File: src/rtl/grf_wb_port.sv
// grf_wb_port
// Write-back port driver for the general register file's single write port.
// The W-stage stream always wins the port. A secondary long-latency producer
// hands in writes over valid/ready; these are buffered in a small FIFO and
// drained into cycles where W does not write. A queued entry whose
// destination is overwritten by a W write is squashed, because W is younger.
// A squashed entry stays in the FIFO and occupies one idle slot when it
// drains, but it never reaches the port.
//
// Ports
//   clk, rst           clock (rising edge); asynchronous active-low reset
//   w_we/w_wa/w_wd/w_pc W-stage write (no backpressure)
//   s_valid/s_ready    secondary handshake; s_wa/s_wd/s_pc are the payload
//   regwrite/wa/wd/wpc registered GRF write port plus trace PC
//   busy               bit i set while a live queued write targets $i
//   count              FIFO occupancy, counting live and squashed entries
module grf_wb_port #(
   parameter int DEPTH = 4
) (
   input  logic                     clk,
   input  logic                     rst,
   input  logic                     w_we,
   input  logic [4:0]               w_wa,
   input  logic [31:0]              w_wd,
   input  logic [31:0]              w_pc,
   input  logic                     s_valid,
   output logic                     s_ready,
   input  logic [4:0]               s_wa,
   input  logic [31:0]              s_wd,
   input  logic [31:0]              s_pc,
   output logic                     regwrite,
   output logic [4:0]               wa,
   output logic [31:0]              wd,
   output logic [31:0]              wpc,
   output logic [31:0]              busy,
   output logic [$clog2(DEPTH):0]   count
);

   localparam int AW = $clog2(DEPTH);
   localparam int CW = AW + 1;

   // FIFO storage and pointers
   logic              ent_live_q [DEPTH];
   logic              ent_live_d [DEPTH];
   logic [4:0]        ent_wa_q   [DEPTH];
   logic [4:0]        ent_wa_d   [DEPTH];
   logic [31:0]       ent_wd_q   [DEPTH];
   logic [31:0]       ent_wd_d   [DEPTH];
   logic [31:0]       ent_pc_q   [DEPTH];
   logic [31:0]       ent_pc_d   [DEPTH];
   logic [AW-1:0]     head_q, head_d;
   logic [AW-1:0]     tail_q, tail_d;
   logic [CW-1:0]     count_q, count_d;

   // Port registers
   logic              regwrite_q, regwrite_d;
   logic [4:0]        wa_q, wa_d;
   logic [31:0]       wd_q, wd_d;
   logic [31:0]       wpc_q, wpc_d;

   logic              w_eff_s;
   logic              push_s;
   logic              pop_s;
   logic [31:0]       busy_s;

   // Writes to $0 are dropped at the input; a secondary $0 is still handshaked.
   assign s_ready = (count_q < CW'(DEPTH));
   assign w_eff_s = w_we && (w_wa != 5'd0);
   assign push_s  = s_valid && s_ready && (s_wa != 5'd0);
   assign pop_s   = !w_eff_s && (count_q != {CW{1'b0}});

   // Busy mask: one-hot destination of every live entry. Live bits are cleared
   // on pop, so only occupied slots can contribute.
   always_comb begin
      busy_s = 32'd0;
      for (int i = 0; i < DEPTH; i++) begin
         if (ent_live_q[i]) begin
            busy_s = busy_s | (32'd1 << ent_wa_q[i]);
         end else begin
            busy_s = busy_s;
         end
      end
   end

   // FIFO next state: squash by W, pop at head, push at tail
   always_comb begin
      for (int i = 0; i < DEPTH; i++) begin
         ent_wa_d[i] = ent_wa_q[i];
         ent_wd_d[i] = ent_wd_q[i];
         ent_pc_d[i] = ent_pc_q[i];
         if (w_eff_s && (ent_wa_q[i] == w_wa)) begin
            ent_live_d[i] = 1'b0;
         end else begin
            ent_live_d[i] = ent_live_q[i];
         end
      end
      head_d  = head_q;
      tail_d  = tail_q;
      count_d = count_q;

      // Pop never coincides with a W write, so it cannot collide with a squash.
      if (pop_s) begin
         ent_live_d[head_q] = 1'b0;
         head_d             = head_q + AW'(1);
      end else begin
         head_d = head_q;
      end

      // Head and tail slots differ whenever both push and pop happen:
      // pop needs count>0, push needs count<DEPTH.
      if (push_s) begin
         ent_live_d[tail_q] = !(w_eff_s && (s_wa == w_wa));
         ent_wa_d[tail_q]   = s_wa;
         ent_wd_d[tail_q]   = s_wd;
         ent_pc_d[tail_q]   = s_pc;
         tail_d             = tail_q + AW'(1);
      end else begin
         tail_d = tail_q;
      end

      case ({push_s, pop_s})
         2'b10:   count_d = count_q + CW'(1);
         2'b01:   count_d = count_q - CW'(1);
         default: count_d = count_q;
      endcase
   end

   // Port next state: W has priority, else a popped head; squashed head idles
   always_comb begin
      regwrite_d = 1'b0;
      wa_d       = wa_q;
      wd_d       = wd_q;
      wpc_d      = wpc_q;
      if (w_eff_s) begin
         regwrite_d = 1'b1;
         wa_d       = w_wa;
         wd_d       = w_wd;
         wpc_d      = w_pc;
      end else if (pop_s && ent_live_q[head_q]) begin
         regwrite_d = 1'b1;
         wa_d       = ent_wa_q[head_q];
         wd_d       = ent_wd_q[head_q];
         wpc_d      = ent_pc_q[head_q];
      end else begin
         regwrite_d = 1'b0;
      end
   end

   // State registers; reset discards all queued entries immediately
   always_ff @(posedge clk or negedge rst) begin
      if (!rst) begin
         for (int i = 0; i < DEPTH; i++) begin
            ent_live_q[i] <= 1'b0;
            ent_wa_q[i]   <= 5'd0;
            ent_wd_q[i]   <= 32'd0;
            ent_pc_q[i]   <= 32'd0;
         end
         head_q     <= {AW{1'b0}};
         tail_q     <= {AW{1'b0}};
         count_q    <= {CW{1'b0}};
         regwrite_q <= 1'b0;
         wa_q       <= 5'd0;
         wd_q       <= 32'd0;
         wpc_q      <= 32'd0;
      end else begin
         for (int i = 0; i < DEPTH; i++) begin
            ent_live_q[i] <= ent_live_d[i];
            ent_wa_q[i]   <= ent_wa_d[i];
            ent_wd_q[i]   <= ent_wd_d[i];
            ent_pc_q[i]   <= ent_pc_d[i];
         end
         head_q     <= head_d;
         tail_q     <= tail_d;
         count_q    <= count_d;
         regwrite_q <= regwrite_d;
         wa_q       <= wa_d;
         wd_q       <= wd_d;
         wpc_q      <= wpc_d;
      end
   end

   assign regwrite = regwrite_q;
   assign wa       = wa_q;
   assign wd       = wd_q;
   assign wpc      = wpc_q;
   assign busy     = busy_s;
   assign count    = count_q;

endmodule

File: config.mk
export PLATFORM = sky130hd
export DESIGN_NAME = grf_wb_port
export DESIGN_NICKNAME = d
export VERILOG_FILES = /design/src/rtl/grf_wb_port.sv
export SDC_FILE = /design/constraint.sdc
export NUM_CORES = 1
export LEC_CHECK = 0
export CORE_MARGIN = 2
export CORE_UTILIZATION = 50
export DETAILED_ROUTE_END_ITERATION = 8
export HOLD_SLACK_MARGIN = 0.12
export PLACE_DENSITY = 0.77
export SLEW_MARGIN = 20
export SYNTH_ARGS = -nofsm -noshare
export SYNTH_HDL_FRONTEND = slang
export SYNTH_SLANG_ARGS = --single-unit
export TNS_END_PERCENT = 5
File: constraint.sdc
create_clock -name clk -period 2.1 [get_ports clk]
set_input_delay 0.315 -clock clk [delete_from_list [all_inputs] [get_ports clk]]
set_output_delay 0.315 -clock clk [all_outputs]
set_load 0.02 [all_outputs]
==> metrics.yaml <==
power_and_ir_drop:
  p_leak_nw: 9.91
  power_density_nw_per_um2: 1570
  vdd.ir_drop.worst_mv: 0.888
setup_path:
  crit_required_ns: 1.78
  cp.depth: 6
  worstReg2RegEnd: "wpc[9]$_DFFE_PN0P_"
  crit_end: "busy[29]"
  slowest_stage: "dfrtp_1"
  critPathTopFamily: "buffers and inverters"
  crit_arrival_ns: 1.96
  reg2reg_depth: 7
  crit_buf_inv: 4
  path_max_fanout: 5
  crit_chain: "buf_6 -> buf_6 -> nand3b_1 -> buf_4 -> o221ai_1 -> buf_2"
  cp_common_cell: "buf_6"
  critPathCaptureType: "output port"
  critPathLaunch: "ent_wa_q[5]$_DFFE_PN0P_"
  reg2reg_from: "ent_live_q[2]$_DFF_PN0_"
  cp-start-kind: "flip-flop"
  slowest_delay_ns: 0.43
  r2r_setup_slack_ns: 0
  path_class: "flip-flop to output port"
timing:
  fin_crit_ns: 2.28
  setup_viol: 48
  slew_viol_final: 0
  relSlewSlack_pct: 44.9
  clock.fmax_ghz: 0.439
  rsz0062_at_grt: "true"
  finalWorstSetupSlack_ns: -0.176
  tightest_slew_ns: 0.819
  skew_ns: 0.0227
  fin_tns_setup_ns: -3.38
  post-route-period-util_pct: 108
  hold_viol_final: 0
  hold_ws_ns: 0.305
die:
  core_um2: 34400
  start_util_pct: 50.6
  dieArea_um2: 36300
  io_pins: 248
  fp-row-count: 68
  die_w_um: 191
  die_h_um: 191
status:
  status: "finished with violations"
  failed_checks: "setup timing"
global_route:
  grt_max_degree: 74
  grt_usage_pct: 26.3
  grt_overflow: 0
  grt_pass1_wl_mm: 74.2
  grt_pass1_vias: 13081
  grt_antenna_before_repair: 1
synth:
  synth-seq-cells: 357
  synth_enable_flop_cells: 0
  synth.distinct_cells: 51
  yosysSeqAreaShare_pct: 51.3
  yosys_warnings: 0
  synthFlopType: "dfrtp_1"
  synth.avg_cell_area_um2: 13.7
  async_flop_share_pct: 100
  syn_area_um2: 17400
  synth_nets: 1420
  synthCells: 1268
clocking:
  clock_sinks: 357
  cts_tree: "yes"
  clk_pin_slew_ns: 0.06
  clk_latency_ns: 0.53
  cts_buffers: 39
  root_buffer: "clkbuf_16"
  htreeDepth: 2
  clock_path_buffers: 3
cells_and_area:
  area_delta_synth_final_pct: 32.6
  drive_above_1_share_pct: 41.3
  fillerInstances: 2556
  nets: 1771
  antenna_cells: 0
  stdcell_area_um2: 23100
route:
  wl_per_cell_um: 22.4
  dr.first_iter.drc_count: 564
  first_pass_iters: 5
  via_count: 12227
  routed_wl_mm: 47.1
  ant_nets: 0
  drt-vias-per-instance: 5.83
  drc: 0
placement:
  port_buffers: 247
  dp.final_hpwl_mm: 33.2
  place.gp.congestion: 0.985
  place_area_um2: 21400
flow_run:
  cap_violations: 0
min_path:
  hold_path_class: "input pin to asynchronous set/reset pin"
## metal layers
layer / vias to the layer above / global-route usage [%] / routed length, µm
met2: 386 / 44.5 / 23600
met1: 6298 / 35.1 / 19700
li1: 5442 / - / -
met5: - / 0 / 16
met4: 2 / 8.29 / 1400
met3: 99 / 4.10 / 2380
## sequential cells by signal, summed over array words and instances (netlist names)
signal	count
regwrite	1
ent_live_q	4
ent_wa_q	20
count	3
wd	32
wpc	32
ent_wd_q	128
tail_q	2
wa	5
ent_pc_q	128
head_q	2
## per-stage QoR
step | util (%) | cells | total power [W] | worst slack (ns)
final | 67.1 | 2099 | 0.0363 | -0.176
after global routing | 67.1 | 2099 | 0.0383 | -0.258
after CTS | 66.8 | 2095 | 0.0364 | -0.160
after detailed placement | 62.1 | 2017 | 0.0288 | -0.717
after global placement | 62.1 | 2017 | 0.0281 | -0.694
after floorplan | - | 1268 | 0.0222 | -0.334
## worst min path at each step
stage                     startpoint                        to  slack [ns]  cells after the start
after floorplan                  rst      count[0]$_DFFE_PN0P_        0.02                      0
after global placement           rst       wpc[24]$_DFFE_PN0P_        0.24                      1
after detailed placement         rst  ent_pc_q[25]$_DFFE_PN0P_        0.24                      1
after CTS                        rst  ent_pc_q[56]$_DFFE_PN0P_        0.27                      2
after global routing             rst  ent_pc_q[56]$_DFFE_PN0P_        0.32                      2
final                            rst  ent_pc_q[56]$_DFFE_PN0P_        0.30                      2
## cell type report
type	instances	area [µm²]	share of cell area, %
clock buffers	57	1170	5.09
multi-input cells	794	8090	35.1
flip-flops and latches	357	8950	38.8
clock inverters	9	160	0.694
well taps	455	569	2.47
inverters	11	41.3	0.179
repair buffers	416	4080	17.7
## cell usage after synthesis, types with 13 or more instances
master | n | share of area [%]
dfrtp_1 | 357 | 51
mux4_2 | 70 | 9.1
buf_2 | 19 | 0.55
nor2_1 | 27 | 0.58
o22ai_1 | 13 | 0.47
clkbuf_1 | 41 | 0.88
o21ai_1 | 44 | 1.3
mux2_2 | 270 | 17
mux2i_1 | 66 | 3.8
buf_4 | 25 | 1.1
xnor2_1 | 19 | 0.96
nand2_1 | 24 | 0.52
a221o_1 | 14 | 0.81
nand3_1 | 75 | 2.2
o21ai_0 | 22 | 0.63
o221ai_1 | 14 | 0.70
## where the power goes
part,internal [W],leakage (nW),switching [W]
clock,0.00436,0.659,0.00270
sequential,0.0104,4.30,0.00198
combinational,0.00921,4.96,0.00768
## kinds of logic after synthesis
group,after synthesis,synth area share [%]
mux,414,30.8
buf+inv,117,3.76
fa+ha+maj,10,0.762
simple gates,194,5.89
flops,357,51.3
xor+xnor,30,1.51
compound gates,146,5.90
## timing repair
action,in CTS,in global routing
buffers inserted,12,4
hold buffers,1,0
resized for setup,240,17
hold endpoints to repair,170,0
setup endpoints to repair,311,230
pin swaps,23,5
## worst register-to-register path, stage by stage, from the launching register on
cell	delay, ns
dfrtp_1	0.41
buf_4	0.15
buf_4	0.13
mux4_2	0.50
nand2_2	0.15
and2_2	0.29
buf_12	0.20
o21ai_0	0.13
## layout by cell type, fill, tap and decap left out, drive strengths merged, types with 12 or more instances in the layout
cell type / count
o22ai: 13
mux2: 278
xnor2: 19
dfrtp: 357
buf: 201
nor2: 27
clkbuf: 57
mux4: 70
o21ai: 67
o221ai: 14
nand2: 24
inv: 12
nand3: 75
clkdlybuf4s50: 214
a221o: 14
mux2i: 66
Power figures use the tool's default switching activity.
